$ cat config.mk
export PLATFORM = sky130hd
export DESIGN_NAME = ifetch_controller
export DESIGN_NICKNAME = d
export VERILOG_FILES = /design/src/rtl/arm_fetch_pkg.sv /design/src/rtl/ifetch_controller_fetch_queue.sv /design/src/rtl/ifetch_controller.sv
export SDC_FILE = /design/constraint.sdc
export NUM_CORES = 1
export LEC_CHECK = 0
export BUFFER_PORTS_ARGS = -buffer_cell sky130_fd_sc_hd__buf_2
export CORE_ASPECT_RATIO = 1.75
export CORE_MARGIN = 2
export CORE_UTILIZATION = 60
export DETAILED_ROUTE_END_ITERATION = 12
export GPL_TIMING_DRIVEN = 0
export PLACE_DENSITY = 0.9
export SETUP_SLACK_MARGIN = 0.4
export SYNTH_ARGS = -nofsm -noshare
export SYNTH_HDL_FRONTEND = slang
export SYNTH_HIERARCHICAL = 1
export SYNTH_SLANG_ARGS = --single-unit
$ cat constraint.sdc
create_clock -name clk -period 6.3 [get_ports clk]
set_clock_uncertainty 0.05 [all_clocks]
set_input_delay 0.63 -clock clk [delete_from_list [all_inputs] [get_ports clk]]
set_output_delay 0.63 -clock clk [all_outputs]
set_load 0.02 [all_outputs]
$ cat src/rtl/arm_fetch_pkg.sv
// ============================================================================
// arm_fetch_pkg : shared types and constants for the instruction-fetch block
// Revision 1.0
// ============================================================================
`default_nettype none

package arm_fetch_pkg;

    localparam int ADDR_W = 32;
    localparam int INST_W = 32;

    localparam logic [ADDR_W-1:0] PC_STEP = 32'd4;

    typedef enum logic [0:0] {
        FETCH = 1'b0,
        FLUSH = 1'b1
    } fetch_state_e;

    typedef struct packed {
        logic [ADDR_W-1:0] pc;
        logic [INST_W-1:0] inst;
    } fetch_entry_t;

endpackage

`default_nettype wire

$ cat src/rtl/ifetch_controller_fetch_queue.sv
// ============================================================================
// fetch_queue : DEPTH-entry prefetch FIFO with synchronous flush and count
// Revision 1.0
// ============================================================================
`default_nettype none

module fetch_queue
    import arm_fetch_pkg::*;
#(
    parameter int DEPTH = 2,
    localparam int PTR_W = (DEPTH > 1) ? $clog2(DEPTH) : 1,
    localparam int CNT_W = PTR_W + 1
) (
    input  logic             clk,
    input  logic             rst_n,
    input  logic             flush_i,
    input  logic             push_i,
    input  fetch_entry_t     entry_i,
    input  logic             pop_i,
    output logic [CNT_W-1:0] count_o,
    output logic             valid_o,
    output fetch_entry_t     head_o
);

    fetch_entry_t     mem_q [DEPTH];
    logic [PTR_W-1:0] rd_ptr_q;
    logic [PTR_W-1:0] wr_ptr_q;
    logic [CNT_W-1:0] count_q;

    // Pointers wrap naturally because DEPTH is a power of two.
    always_ff @(posedge clk or negedge rst_n) begin
        if (!rst_n) begin
            rd_ptr_q <= '0;
            wr_ptr_q <= '0;
            count_q  <= '0;
            for (int i = 0; i < DEPTH; i++) begin
                mem_q[i] <= '0;
            end
        end else if (flush_i) begin
            rd_ptr_q <= '0;
            wr_ptr_q <= '0;
            count_q  <= '0;
        end else begin
            if (push_i) begin
                mem_q[wr_ptr_q] <= entry_i;
                wr_ptr_q        <= wr_ptr_q + 1'b1;
            end
            if (pop_i) begin
                rd_ptr_q <= rd_ptr_q + 1'b1;
            end
            case ({push_i, pop_i})
                2'b10:   count_q <= count_q + 1'b1;
                2'b01:   count_q <= count_q - 1'b1;
                default: count_q <= count_q;
            endcase
        end
    end

    assign count_o = count_q;
    assign valid_o = (count_q != '0);
    assign head_o  = mem_q[rd_ptr_q];

endmodule

`default_nettype wire

$ cat src/rtl/ifetch_controller.sv
// ============================================================================
// ifetch_controller : fetch PC sequencer, imem handshake, branch flush logic
// Optional statistics counters enabled by defining IFETCH_STATS_EN.
// Revision 1.0
// ============================================================================
`default_nettype none

module ifetch_controller
    import arm_fetch_pkg::*;
#(
    parameter int                DEPTH    = 2,
    parameter logic [ADDR_W-1:0] RESET_PC = 32'h0
) (
    input  logic              clk,
    input  logic              rst_n,
    input  logic              freeze,
    input  logic              branch_taken,
    input  logic [ADDR_W-1:0] branch_addr,
    output logic              imem_req,
    output logic [ADDR_W-1:0] imem_adr,
    input  logic              imem_rdy,
    input  logic [INST_W-1:0] imem_inst,
    output logic              if_valid,
    output logic [INST_W-1:0] if_inst,
`ifdef IFETCH_STATS_EN
    output logic [31:0]       stat_fetch_cnt,
    output logic [31:0]       stat_drop_cnt,
`endif
    output logic [ADDR_W-1:0] if_pc
);

    localparam int               PTR_W    = (DEPTH > 1) ? $clog2(DEPTH) : 1;
    localparam int               CNT_W    = PTR_W + 1;
    localparam logic [CNT_W-1:0] FULL_CNT = CNT_W'(DEPTH);

    fetch_state_e      state_q, state_d;
    logic [ADDR_W-1:0] pc_q, pc_d;
    logic [ADDR_W-1:0] tgt_q, tgt_d;

    logic [CNT_W-1:0]  q_count;
    logic              q_valid;
    logic              q_push;
    logic              q_pop;
    logic              q_flush;
    logic              hs;
    fetch_entry_t      q_entry;
    fetch_entry_t      q_head;

    // pc_q is the address on the bus; during FLUSH it still holds the
    // abandoned request while tgt_q carries the redirect target.
    assign imem_req     = (state_q == FLUSH) || (q_count < FULL_CNT);
    assign imem_adr     = pc_q;
    assign hs           = imem_req && imem_rdy;
    assign q_pop        = q_valid && !freeze && !branch_taken;
    assign q_entry.pc   = pc_q + PC_STEP;
    assign q_entry.inst = imem_inst;

    always_ff @(posedge clk or negedge rst_n) begin
        if (!rst_n) begin
            state_q <= FETCH;
            pc_q    <= RESET_PC;
            tgt_q   <= RESET_PC;
        end else begin
            state_q <= state_d;
            pc_q    <= pc_d;
            tgt_q   <= tgt_d;
        end
    end

    always_comb begin
        state_d = state_q;
        pc_d    = pc_q;
        tgt_d   = tgt_q;
        q_push  = 1'b0;
        q_flush = 1'b0;
        case (state_q)
            FETCH: begin
                if (branch_taken) begin
                    q_flush = 1'b1;
                    if (imem_req && !imem_rdy) begin
                        state_d = FLUSH;
                        tgt_d   = branch_addr;
                    end else begin
                        pc_d = branch_addr;
                    end
                end else if (hs) begin
                    q_push = 1'b1;
                    pc_d   = pc_q + PC_STEP;
                end
            end
            FLUSH: begin
                if (branch_taken) begin
                    q_flush = 1'b1;
                    tgt_d   = branch_addr;
                end
                if (imem_rdy) begin
                    state_d = FETCH;
                    pc_d    = branch_taken ? branch_addr : tgt_q;
                end
            end
            default: begin
                state_d = FETCH;
            end
        endcase
    end

    fetch_queue #(
        .DEPTH (DEPTH)
    ) u_queue (
        .clk     (clk),
        .rst_n   (rst_n),
        .flush_i (q_flush),
        .push_i  (q_push),
        .entry_i (q_entry),
        .pop_i   (q_pop),
        .count_o (q_count),
        .valid_o (q_valid),
        .head_o  (q_head)
    );

    assign if_valid = q_valid;
    assign if_inst  = q_valid ? q_head.inst : '0;
    assign if_pc    = q_valid ? q_head.pc   : '0;

`ifdef IFETCH_STATS_EN
    logic [31:0] fetch_cnt_q;
    logic [31:0] drop_cnt_q;
    logic        drop;
    logic [31:0] discard;

    // A completed handshake is dropped whenever it lands in FLUSH or
    // coincides with a redirect; live queue entries are discarded on redirect.
    assign drop    = hs && ((state_q == FLUSH) || branch_taken);
    assign discard = branch_taken ? 32'(q_count) : 32'd0;

    always_ff @(posedge clk or negedge rst_n) begin
        if (!rst_n) begin
            fetch_cnt_q <= '0;
            drop_cnt_q  <= '0;
        end else begin
            fetch_cnt_q <= fetch_cnt_q + 32'(hs);
            drop_cnt_q  <= drop_cnt_q + 32'(drop) + discard;
        end
    end

    assign stat_fetch_cnt = fetch_cnt_q;
    assign stat_drop_cnt  = drop_cnt_q;
`endif

endmodule

`default_nettype wire

==> results of run 1 <==
## metal layers
| layer | vias to the layer above | track usage [%] | part of all wire, % |
|---|---|---|---|
| met5 | - | 0 | 0 |
| met4 | 0 | 15.1 | 4.2 |
| met3 | 67 | 4.58 | 4.4 |
| met2 | 265 | 48.9 | 53 |
| met1 | 3667 | 33.0 | 38 |
| li1 | 3351 | - | - |
## per-stage QoR
stage	area [um2]	setup slack, ps	utilization [%]
floorplan	10400	3930	-
global placement	11500	1400	67.9
detailed placement	11500	3460	68.1
CTS	12100	3130	71.4
global route	12100	3020	71.4
finish	12100	3130	71.4
## logic make-up (layout without fill, tap and decap cells)
logic type               count (synthesis)  after routing  share of synthesized area (%)
flip-flops                             197            197                           47.5
XOR/XNOR                                32             32                           2.70
multiplexers                           231            231                           27.2
AND/OR/NAND/NOR                        181            181                           10.8
buffers and inverters                   68            266                           4.30
AO/OA/AOI/OAI                          115            115                           7.42
adder cells (fa/ha/maj)                  1              1                          0.120
## power by group through the flow
stage | logic, mW | clock network (mW) | registers [mW]
after CTS | 1.27 | 1.05 | 1.84
after global routing | 1.36 | 1.10 | 1.89
after detailed placement | 1.26 | 0 | 1.86
after global placement | 1.22 | 0 | 1.83
after floorplan | 0.882 | 0 | 1.83
final | 1.26 | 1.03 | 1.85
## synthesized netlist by cell type (all sizes together), types with 8 or more instances
| cell type | instances |
|---|---|
| a21oi | 25 |
| a22o | 8 |
| and2 | 66 |
| and3 | 8 |
| and4 | 9 |
| buf | 41 |
| clkbuf | 15 |
| dfrtp | 197 |
| inv | 12 |
| mux2 | 225 |
| nand2 | 18 |
| nand3 | 9 |
| nor2 | 33 |
| nor3 | 10 |
| o21ai | 39 |
| o2bb2ai | 14 |
| xnor2 | 15 |
| xor2 | 17 |
## worst min path at each step
stage                                 start                 to  slack (ps)  depth (start not counted)
after CTS                             rst_n           tgt_q[6]         150                          1
after global placement     u_queue/mem_q[6]   u_queue/mem_q[6]         430                          1
final                                 rst_n           tgt_q[3]         120                          1
after floorplan                       rst_n        imem_adr[0]         280                          0
after global routing                  rst_n           tgt_q[6]         170                          1
after detailed placement  u_queue/mem_q[47]  u_queue/mem_q[47]         440                          1
## critical path: cells and delay by family (launching register included)
family,cells,cell delay (ps)
buffers and inverters,3,1180
DFF,1,460
and+or+nand+nor,2,430
## registers in the layout (all words and copies together) (netlist names)
signal,cells
tgt_q,32
u_queue/mem_q,128
u_queue/wr_ptr_q,1
u_queue/rd_ptr_q,1
u_queue/count_o,2
state_q,1
imem_adr,32
## cell type report
class                           instances  area (um2)
Multi-Input combinational cell        560        5010
Sequential cell                       197        4930
Fill cell                            1151        4850
Timing Repair Buffer                  167         868
Clock buffer                           18         439
Buffer                                 56         402
Tap cell                              227         284
Clock inverter                         13         116
Inverter                               12        45.0
==> impl_metrics.yaml, run 1 <==
floorplanning:
  ios: 167
  core_area_um2: 16900
  die_area_um2: 18400
  rows: 63
  die_height_um: 178
  die_w_um: 103
  start_util_pct: 61.3
pwr:
  power.switching_mw: 1.33
  p_seq_share_pct: 44.6
  p_leak_nw: 5.76
  p_int_mw: 2.81
  vdd_drop_max_mv: 0.166
  power_mw: 4.14
  p_sw_share_pct: 32.1
  comb_power_share_pct: 30.5
  p_per_area_nw_per_um2: 343
  clock_power_share_pct: 24.9
setup_path:
  cp_data_required_time_ps: 5620
  r2r_end: "u_queue/mem_q[79]"
  critPathKind: "reg -> out"
  crit_path_end_kind: "primary output"
  r2r_setup_slack_ps: 3670
  cp_max_fo: 10
  r2r-start: "state_q"
  crit_chain: "or2_2, clkbuf_1, clkbuf_1, and2_1, buf_2"
  cp_common_cell: "clkbuf_1"
  crit_end: "if_inst[12]"
  slowest_stage: "clkbuf_1"
  slowest_delay_ps: 590
  arrival_ps: 2490
  critPathLaunch: "u_queue/count_o[1]"
  r2r_cells: 8
  crit_path_start_kind: "register"
cells_and_area:
  syn_to_final_growth_pct: 16.4
  layout_common_cells: "dfrtp_1, buf_2, mux2_2"
  drive_gt1_share_pct: 47.4
  nNetsFinal: 1081
  fin_cells: 1250
  antennaDiodeCount: 0
  layout_commonest_cell: "dfrtp_1"
detailed_routing:
  num_vias: 7350
  drt-pass1-iter-count: 5
  wl_per_cell_um: 20.4
  drc: 0
  via_per_inst: 5.88
  drt_iter0_drc: 385
  drt.antenna.violating_nets: 0
  finalWirelength_um: 25400
global_route:
  grt_pass1_vias: 7616
  gr-usage-all-layers_pct: 28.3
  grt_first_pass_wirelength_um: 39600
  grt_max_degree: 119
  antenna_found_initial: 0
  overflow: 0
synthesis:
  synth_nets: 895
  synthFlopType: "dfrtp_1"
  synth-seq-cells: 197
  synth_top_area_share_pct: 47.5
  avgSynthCellArea_um2: 12.6
  synth_edf_count: 0
  ys_types: 62
  yosysSeqAreaShare_pct: 47.5
  syn_area_um2: 10400
  yosysWarnings: 6
  synth_largest_area_cell: "dfrtp_1"
  synth_area_leaders: "dfrtp_1, mux2_2, mux2_4"
  async_flop_share_pct: 100
  synth_cells: 825
place:
  dpl.hpwl_um: 18600
  place_inst: 1219
  port_buffers: 166
  gp_congestion: 0.914
clocking:
  numClockSinks: 197
  cts_tree: "yes"
  insertion_delay_ps: 440
  cts_resized: 0
  cts_setup_buffers: 0
  h-tree-depth: 4
  path_clk_slew_ps: 70
  cts-root-buf: "clkbuf_16"
  hold_buffers: 0
  cts_buffers: 17
  cts_buffer_depth: 2
sta:
  tightestPinTransition_ps: 754
  holdWs_ps: 117
  fmax_mhz: 316
  maxSlewHeadroom_pct: 49.7
  finalHoldViolCount: 0
  finalSetupViolations: 0
  slew_violations: 0
  min_period_ps: 3170
  setup_tns_ps: 0
  rsz0062_at_grt: "no"
  fin_crit_sh_pct: 50.3
hold_path:
  hold_path_class: "in -> async"
run:
  drv_cap: 0
run_status:
  status: "completed"
No activity file was read; power rests on OpenSTA's default activity.
==> run 2, diff against run 1 <==
- CORE_UTILIZATION: 60 -> 52
- PLACE_DENSITY: 0.9 -> 0.83
- clock period: 6.3 -> 2.6 ns (I/O delays scaled with it)
==> impl_metrics.yaml, run 2 (same netlist as run 1, synthesis figures left out) <==
sta:
  slew_violations: 0
  finalHoldViolCount: 0
  tightestPinTransition_ps: 691
  min_period_ps: 2200
  fin_crit_sh_pct: 84.7
  maxSlewHeadroom_pct: 53.4
  setup_tns_ps: 0
  rsz0062_at_grt: "yes"
  fmax_mhz: 454
  finalSetupViolations: 0
cells_and_area:
  largest_register_ffs: 128
  layout_common_cells: "dfrtp_1, buf_2, mux2_2"
  nNetsFinal: 1108
  drive_gt1_share_pct: 49.8
  antennaDiodeCount: 0
  syn_to_final_growth_pct: 22.9
  final_cell_area_um2: 12800
  largest_register: "u_queue/mem_q"
  layout_commonest_cell: "dfrtp_1"
pwr:
  p_sw_share_pct: 30.7
  p_per_area_nw_per_um2: 832
  comb_power_share_pct: 30.0
  power.switching_mw: 3.26
  p_int_mw: 7.35
  p_leak_nw: 6.10
  clock_power_share_pct: 27.6
  p_seq_share_pct: 42.4
  vdd_drop_max_mv: 0.497
place:
  dpl_cell_area_um2: 11600
  port_buffers: 166
  gp_congestion: 0.871
  dpl.hpwl_um: 19200
detailed_routing:
  via_per_inst: 5.75
  drt-pass1-iter-count: 8
  wl_per_cell_um: 20.7
  finalWirelength_um: 26900
  drt_iter0_drc: 400
  drc: 0
  num_vias: 7454
  drt.antenna.violating_nets: 0
setup_path:
  r2r_end: "u_queue/mem_q[125]"
  r2r_cells: 8
  crit_end: "u_queue/mem_q[125]"
  crit_path_start_kind: "register"
  cp_max_fo: 9
  crit_path_end_kind: "register"
  critPathLaunch: "imem_adr[10]"
  r2r-start: "imem_adr[10]"
  cp_data_required_time_ps: 2870
  crit_chain: "buf_2, nand4_4, nor4_4, and3_1, buf_4, and3_4, xnor2_1, mux2_4"
  critPathKind: "reg -> reg"
  slowest_stage: "dfrtp_1"
  slowest_delay_ps: 340
  r2r_setup_slack_ps: 400
  arrival_ps: 2480
global_route:
  grt_max_degree: 122
  gr-usage-all-layers_pct: 25.1
  grt_first_pass_wirelength_um: 41400
  overflow: 0
  grt_pass1_vias: 7781
  antenna_found_initial: 0
floorplanning:
  ios: 167
  die_height_um: 191
  core_area_um2: 19700
  rows: 68
  die_area_um2: 21200
  die_w_um: 111
  start_util_pct: 52.8
hold_path:
  hold_path_class: "in -> reg"
clocking:
  h-tree-depth: 4
  cts-root-buf: "clkbuf_16"
  insertion_delay_ps: 440
  cts_buffers: 17
  numClockSinks: 197
  cts_tree: "yes"
  path_clk_slew_ps: 70
  cts_buffer_depth: 2
run_status:
  status: "completed"
run:
  drv_cap: 0
run 2: layout make-up:
class                   instances  area (um2)
fillers                      1468        6890
multi-input cells             560        5120
clock inverters                15         228
inverters                      12        45.0
plain buffers                  56         526
well taps                     245         307
flip-flops and latches        197        4930
repair buffers                194        1180
clock buffers                  17         425
run 2: worst min path at each step:
stage	from	endpoint	slack [ps]	depth (start not counted)
floorplan	rst_n	imem_adr[0]	-90	0
global placement	u_queue/mem_q[15]	u_queue/mem_q[15]	430	1
detailed placement	rst_n	tgt_q[3]	220	1
CTS	imem_inst[26]	u_queue/mem_q[90]	0.5	2
global route	branch_addr[21]	tgt_q[21]	3	2
finish	imem_inst[21]	u_queue/mem_q[85]	10	2
run 2: per-layer routing:
layer  track usage, %  vias to the layer above  share of wire, %
met1             27.3                     3718                37
met2             45.8                      261                54
met3             4.06                       79               3.9
met5                0                        -                 0
met4             14.8                        0               5.1
li1                 -                     3396                 -
run 2: stage by stage:
step                      cells  utilization (%)  hold WS (ps)  power [mW]  setup slack, ps
final                      1296             64.9          14.3        10.6              398
after global routing       1296             64.9          3.28        11.1              286
after global placement     1236             58.7           430        7.41            -1990
after CTS                  1282             63.6         0.479        10.6              389
after detailed placement   1237             58.9           223        7.56             14.3
after floorplan             825                -         -85.6        6.58              405
run 2: repair_timing:
item / in CTS / in global routing
cloned: 1 / 2
hold buffers: 5 / 0
setup endpoints to repair: 174 / 174
pin swaps: 2 / 2
endpoints found under the hold margin: 81 / 0
setup buffers: 7 / 12
resized for setup: 32 / 34
run 2: worst max-delay path, delay by kind of cell (launching register included):
family | cells | cell delay (ps)
muxes | 1 | 270
buffers and inverters | 2 | 370
DFF | 1 | 340
and+or+nand+nor | 4 | 940
xor gates and xnor gates | 1 | 110
run 2: power groups by stage:
stage / registers [mW] / logic [mW] / clock network (mW)
floorplan: 4.44 / 2.14 / 0
global placement: 4.45 / 2.96 / 0
detailed placement: 4.51 / 3.05 / 0
CTS: 4.46 / 3.13 / 2.97
global route: 4.59 / 3.41 / 3.10
finish: 4.50 / 3.18 / 2.93
